**src/rtl/store_buffer_if.sv**
```systemverilog
// Store-buffer bus bundle: store intake, memory write port, load snoop and status.
// Handshake: a store transfers on a cycle where st_valid && st_ready at the rising edge.
interface store_buffer_if #(
    parameter int ADDR_W = 14
);
    logic              st_valid;
    logic [31:0]       st_addr;
    logic [3:0]        st_wea;
    logic [31:0]       st_data;
    logic              st_ready;
    logic              mem_grant;
    logic              mem_we;
    logic [ADDR_W-1:0] mem_addr;
    logic [3:0]        mem_wea;
    logic [31:0]       mem_din;
    logic              ld_valid;
    logic [31:0]       ld_addr;
    logic              ld_hazard;
    logic              empty;

    modport master (
        output st_valid, st_addr, st_wea, st_data, mem_grant, ld_valid, ld_addr,
        input  st_ready, mem_we, mem_addr, mem_wea, mem_din, ld_hazard, empty
    );

    modport slave (
        input  st_valid, st_addr, st_wea, st_data, mem_grant, ld_valid, ld_addr,
        output st_ready, mem_we, mem_addr, mem_wea, mem_din, ld_hazard, empty
    );
endinterface

```
**src/rtl/store_buffer.sv**
```systemverilog
// Circular FIFO of aligned stores draining into the data-memory write port,
// with word-granular load-address snooping for hazard detection.
module store_buffer #(
    parameter int DEPTH  = 4,
    parameter int ADDR_W = 14
) (
    input  logic         clk,
    input  logic         rst,
    store_buffer_if.slave bus
);
    localparam int PW = $clog2(DEPTH);

    logic [ADDR_W-1:0] addr_q [DEPTH];
    logic [3:0]        wea_q  [DEPTH];
    logic [31:0]       data_q [DEPTH];
    logic [PW-1:0]     head;
    logic [PW-1:0]     tail;
    logic [PW:0]       count;

    logic              push;
    logic              pop;
    logic              hit;
    logic [PW-1:0]     offset;
    logic [ADDR_W-1:0] st_word;
    logic [ADDR_W-1:0] ld_word;
    logic              unused_addr_bits;

    assign st_word = bus.st_addr[ADDR_W+1:2];
    assign ld_word = bus.ld_addr[ADDR_W+1:2];
    assign unused_addr_bits = ^{bus.st_addr[31:ADDR_W+2], bus.st_addr[1:0],
                                bus.ld_addr[31:ADDR_W+2], bus.ld_addr[1:0]};

    // Ready ignores a same-cycle pop, so a full buffer never passes a store through.
    assign bus.st_ready = (count != (PW+1)'(DEPTH));
    assign bus.empty    = (count == '0);
    assign push         = bus.st_valid && bus.st_ready && (bus.st_wea != 4'b0000);
    assign pop          = !bus.empty && bus.mem_grant;

    assign bus.mem_we   = pop;
    assign bus.mem_addr = addr_q[head];
    assign bus.mem_din  = data_q[head];
    assign bus.mem_wea  = pop ? wea_q[head] : 4'b0000;

    always_ff @(posedge clk) begin
        if (rst) begin
            head  <= '0;
            tail  <= '0;
            count <= '0;
            for (int i = 0; i < DEPTH; i++) begin
                addr_q[i] <= '0;
                wea_q[i]  <= '0;
                data_q[i] <= '0;
            end
        end else begin
            if (push) begin
                addr_q[tail] <= st_word;
                wea_q[tail]  <= bus.st_wea;
                data_q[tail] <= bus.st_data;
                tail         <= tail + PW'(1);
            end
            if (pop) begin
                head <= head + PW'(1);
            end
            case ({push, pop})
                2'b10:   count <= count + (PW+1)'(1);
                2'b01:   count <= count - (PW+1)'(1);
                default: count <= count;
            endcase
        end
    end

    // An entry is live when its distance from head is below count.
    always_comb begin
        hit    = 1'b0;
        offset = '0;
        for (int i = 0; i < DEPTH; i++) begin
            offset = PW'(i) - head;
            if (({1'b0, offset} < count) && (addr_q[i] == ld_word)) begin
                hit = 1'b1;
            end
        end
        if (push && (st_word == ld_word)) begin
            hit = 1'b1;
        end
    end

    assign bus.ld_hazard = bus.ld_valid && hit;
endmodule
```
**src/flat_wrapper.sv**
```systemverilog
// flat-port wrapper written by rule: the top's interface ports become plain ports
module store_buffer_flat 
#(
    parameter int DEPTH  = 4,
    parameter int ADDR_W = 14
)
  (clk, rst, bus_st_valid, bus_st_addr, bus_st_wea, bus_st_data, bus_mem_grant, bus_ld_valid, bus_ld_addr, bus_st_ready, bus_mem_we, bus_mem_addr, bus_mem_wea, bus_mem_din, bus_ld_hazard, bus_empty);
  store_buffer_if #(.ADDR_W(ADDR_W)) bus_i ();
  input  logic clk;
  input  logic rst;
  input wire logic [$bits(bus_i.st_valid)-1:0] bus_st_valid;
  input wire logic [$bits(bus_i.st_addr)-1:0] bus_st_addr;
  input wire logic [$bits(bus_i.st_wea)-1:0] bus_st_wea;
  input wire logic [$bits(bus_i.st_data)-1:0] bus_st_data;
  input wire logic [$bits(bus_i.mem_grant)-1:0] bus_mem_grant;
  input wire logic [$bits(bus_i.ld_valid)-1:0] bus_ld_valid;
  input wire logic [$bits(bus_i.ld_addr)-1:0] bus_ld_addr;
  output wire logic [$bits(bus_i.st_ready)-1:0] bus_st_ready;
  output wire logic [$bits(bus_i.mem_we)-1:0] bus_mem_we;
  output wire logic [$bits(bus_i.mem_addr)-1:0] bus_mem_addr;
  output wire logic [$bits(bus_i.mem_wea)-1:0] bus_mem_wea;
  output wire logic [$bits(bus_i.mem_din)-1:0] bus_mem_din;
  output wire logic [$bits(bus_i.ld_hazard)-1:0] bus_ld_hazard;
  output wire logic [$bits(bus_i.empty)-1:0] bus_empty;
  assign bus_i.st_valid = bus_st_valid;
  assign bus_i.st_addr = bus_st_addr;
  assign bus_i.st_wea = bus_st_wea;
  assign bus_i.st_data = bus_st_data;
  assign bus_i.mem_grant = bus_mem_grant;
  assign bus_i.ld_valid = bus_ld_valid;
  assign bus_i.ld_addr = bus_ld_addr;
  assign bus_st_ready = bus_i.st_ready;
  assign bus_mem_we = bus_i.mem_we;
  assign bus_mem_addr = bus_i.mem_addr;
  assign bus_mem_wea = bus_i.mem_wea;
  assign bus_mem_din = bus_i.mem_din;
  assign bus_ld_hazard = bus_i.ld_hazard;
  assign bus_empty = bus_i.empty;
  store_buffer #(.DEPTH(DEPTH), .ADDR_W(ADDR_W)) u_core (.clk(clk), .rst(rst), .bus(bus_i));
endmodule
```
**config.mk**
```make
export PLATFORM = sky130hd
export DESIGN_NAME = store_buffer_flat
export DESIGN_NICKNAME = d
export VERILOG_FILES = /design/src/rtl/store_buffer_if.sv /design/src/rtl/store_buffer.sv /design/src/flat_wrapper.sv
export SDC_FILE = /design/constraint.sdc
export NUM_CORES = 1
export LEC_CHECK = 0
export CAP_MARGIN = 20
export CORE_UTILIZATION = 58
export DETAILED_ROUTE_END_ITERATION = 8
export PLACE_DENSITY_LB_ADDON = 0.12
export SLEW_MARGIN = 30
export SYNTH_ARGS = -nofsm -noshare
export SYNTH_HDL_FRONTEND = slang
export SYNTH_SLANG_ARGS = --single-unit
```
**constraint.sdc**
```tcl
create_clock -name clk -period 5.2 [get_ports clk]
set_clock_uncertainty 0.05 [all_clocks]
set_input_delay 1.04 -clock clk [delete_from_list [all_inputs] [get_ports clk]]
set_output_delay 1.04 -clock clk [all_outputs]
set_load 0.01 [all_outputs]
```
==> metrics.md <==
| Metric | Value |
|---|---|
| Post-Synthesis Net Count | 803 |
| Min Tclk post-route | 4.533 ns |
| Peak supply drop | 0.2921 mV |
| Pin count of the biggest net entering global routing | 69 |
| RSZ-0062 raised after global routing | false |
| Vias in the first global route | 6336 |
| Number of gates resized after cts | 0 |
| Post-CTS Setup Inserts | 0 |
| Clock latency on the worst-skew pair | 0.51 ns |
| Layout area overhead | 20.56% |
| Slew Limit Fails | 0 |
| Initial antenna violation count | 0 |
| Bufs on Longest Clock Path | 3 |
| Die width | 133.2 microns |
| CTS root buf | clkbuf_16 |
| Most frequent cell after synthesis | edfxtp_1 |
| TritonCTS Buffers | 23 |
| Post-DP HPWL | 14.00 mm |
| Fmax | 220.6 MHz |
| Leading area contributor after synthesis | edfxtp_1 |
| Final Hold Viols | 0 |
| Wire per inst | 21.95 microns |
| P per Cell Area | 427.1 mW/mm^2 |
| Static Leak | 0.004668 uW |
| HP Class | register to register |
| First-pass GRT wire length | 34.71 mm |
| Syn Inst Count | 692 |
| Dpl cells | 992 |
| Post-synthesis sequential area ratio | 61.99% |
| CTS H-tree depth | 1 |
| Number of enable flip-flop cells after synthesis | 200 |
| Die area | 0.01773 sq mm |
| Routed wire length | 22.59 mm |
| Diodes inserted | 0 |
| Worst Tran Pin Value | 0.8857 ns |
| Fill count | 1093 |
| GPL Wtd Cong | 0.8737 |
| FFs w/ async S/R, synth | 0% |
| Avg Cell Area, Syn | 14.42 sq um |
| Crit start category | input port |
| GR Overflow Total | 0 |
| Non-Filler Instances | 1029 |
| Layout cells sized above 1 | 12.86% |
| CP max stage delay | 0.67 ns |
| WP data required | 4.11 ns |
| CP max FO | 5 |
| Detailed Route Iter0 Violations | 456 |
| DR vias/cell | 5.896 |
| Top cells by area, synth | edfxtp_1, mux4_2, xor2_1 |
| DR pass1 iterations | 5 |
| Clk slew on worst S/H paths | 0.06 ns |
| Register bit total from synthesis | 209 |
| DRC | 0 |
| Status | completed |
| Most used cell, CP | clkdlybuf4s50_1 |
| Final period utilization | 87.17% |
| Syn. warnings | 0 |
| Mapped Area | 0.009978 sq mm |
| Register Area | 0.006191 sq mm |
| Max-Cap Viols | 0 |
| Max-slew headroom | 40.96% |
| CTS tree | built |
| Sink Count | 209 |
| Crit path DAT | 3.44 ns |
| Site Rows | 47 |
| Total GRT Usage | 26.16% |
| Final setup TNS | 0 ns |
| Fin nets | 908 |
| Commonest cells in the synthesized netlist | edfxtp_1, and2_1, xor2_1 |
| Vias | 6067 |
| Hold_buf cts | 0 |
| Ys flop type | edfxtp_1 |
| IO Pins | 159 |
| Port Buf Inserts | 122 |
| Worst setup EP type | primary output |
| Final setup viols | 0 |
| CP Cell Sequence | clkdlybuf4s50_1, xor2_1, nor4_1, nand4_1, a21oi_1, o41a_1, clkdlybuf4s50_1 |
| Die height | 133.2 microns |
| Multi-input logic area | 0.003431 sq mm |
| Antenna viol nets, final | 0 |
| Distinct cell type count after synthesis | 35 |
| Core area | 0.01670 sq mm |
| Critical path class | input port to primary output |
| Starting Density | 59.75% |
| Slowest CP cell | clkdlybuf4s50_1 |
| Top cell type's share of synthesized area | 60.19% |
[worst paths after layout]
check,from,end,slack (ns),cells past startpoint
max reg2reg,u_core.count[2]$_SDFFE_PP0P_,u_core.count[2]$_SDFFE_PP0P_,2.46,9
min,u_core.head[1]$_SDFFE_PP0P_,register,0.49,2
min reg2reg,u_core.head[1]$_SDFFE_PP0P_,register,0.49,2
max,bus_ld_addr[15],bus_ld_hazard,0.67,7
[sequential cells by signal, summed over array words and instances (netlist names), named ones only]
name,flops
u_core.addr_q,56
u_core.count,3
u_core.tail,2
u_core.wea_q,16
u_core.data_q,128
u_core.head,2
[stage by stage]
| step | total power [uW] | worst slack, ns | cell area [sq um] | util (%) | hold slack (ns) |
|---|---|---|---|---|---|
| after floorplan | 3011 | 1.779 | 9978 | - | 0.4467 |
| after CTS | 5171 | 0.7320 | 12030 | 72.00 | 0.4909 |
| after detailed placement | 3633 | 0.7360 | 11320 | 67.78 | 0.4911 |
| final | 5138 | 0.6670 | 12030 | 72.03 | 0.4900 |
| after global placement | 3598 | 0.7730 | 11320 | 67.76 | 0.4676 |
| after global routing | 5341 | 0.5728 | 12030 | 72.03 | 0.5284 |
[metal layers]
layer | part of all wire, % | GRT usage [%] | wire length [microns] | vias up
li1 | - | - | - | 2738
met5 | 0 | 0 | 0 | -
met4 | 2.4 | 7.828 | 532 | 0
met1 | 40 | 34.74 | 8987 | 3040
met2 | 51 | 44.91 | 11410 | 245
met3 | 7.3 | 4.148 | 1659 | 44
[cell type report]
cell class	count	share of cell area, %
Clock buffer	32	5.231
Clock inverter	5	0.6344
Inverter	27	0.8424
Multi-Input combinational cell	400	28.52
Sequential cell	209	51.46
Tap cell	220	2.288
Timing Repair Buffer	136	11.02
[cell usage in the layout, fill, tap and decap left out, types with 11 or more instances in the layout]
| cell type | Yosys | final |
|---|---|---|
| edfxtp_1 | 200 | 200 |
| clkdlybuf4s50_1 | 0 | 122 |
| and2_1 | 87 | 87 |
| xor2_1 | 68 | 68 |
| and3_1 | 65 | 65 |
| mux4_2 | 50 | 50 |
| nor2_1 | 42 | 42 |
| inv_1 | 27 | 27 |
| clkbuf_16 | 0 | 23 |
| nand2_1 | 21 | 21 |
| buf_4 | 0 | 14 |
| nor4_1 | 11 | 11 |
[critical path: cells and delay by family]
| kind | cells | cell delay [ns] |
|---|---|---|
| AND/OR/NAND/NOR | 2 | 0.65 |
| buffers and inverters | 2 | 1.21 |
| AO/OA/AOI/OAI | 2 | 0.38 |
| XOR/XNOR | 1 | 0.15 |
[power breakdown]
| part | switching [uW] | total (uW) | internal (uW) | leakage (uW) |
|---|---|---|---|---|
| Clock | 611 | 1550 | 935 | 0.000342 |
| Combinational | 636 | 1370 | 736 | 0.00217 |
| Sequential | 165 | 2220 | 2060 | 0.00216 |
| Total | 1410 | 5140 | 3730 | 0.00467 |
[kinds of logic after synthesis]
group / after synthesis / synth area share, %
buf+inv: 83 / 3.787
fa+ha+maj: 6 / 0.8276
flops: 209 / 61.99
compound gates: 18 / 1.191
xor+xnor: 75 / 6.583
mux: 50 / 11.29
simple gates: 251 / 14.33
(Power assumes the default switching activity.)
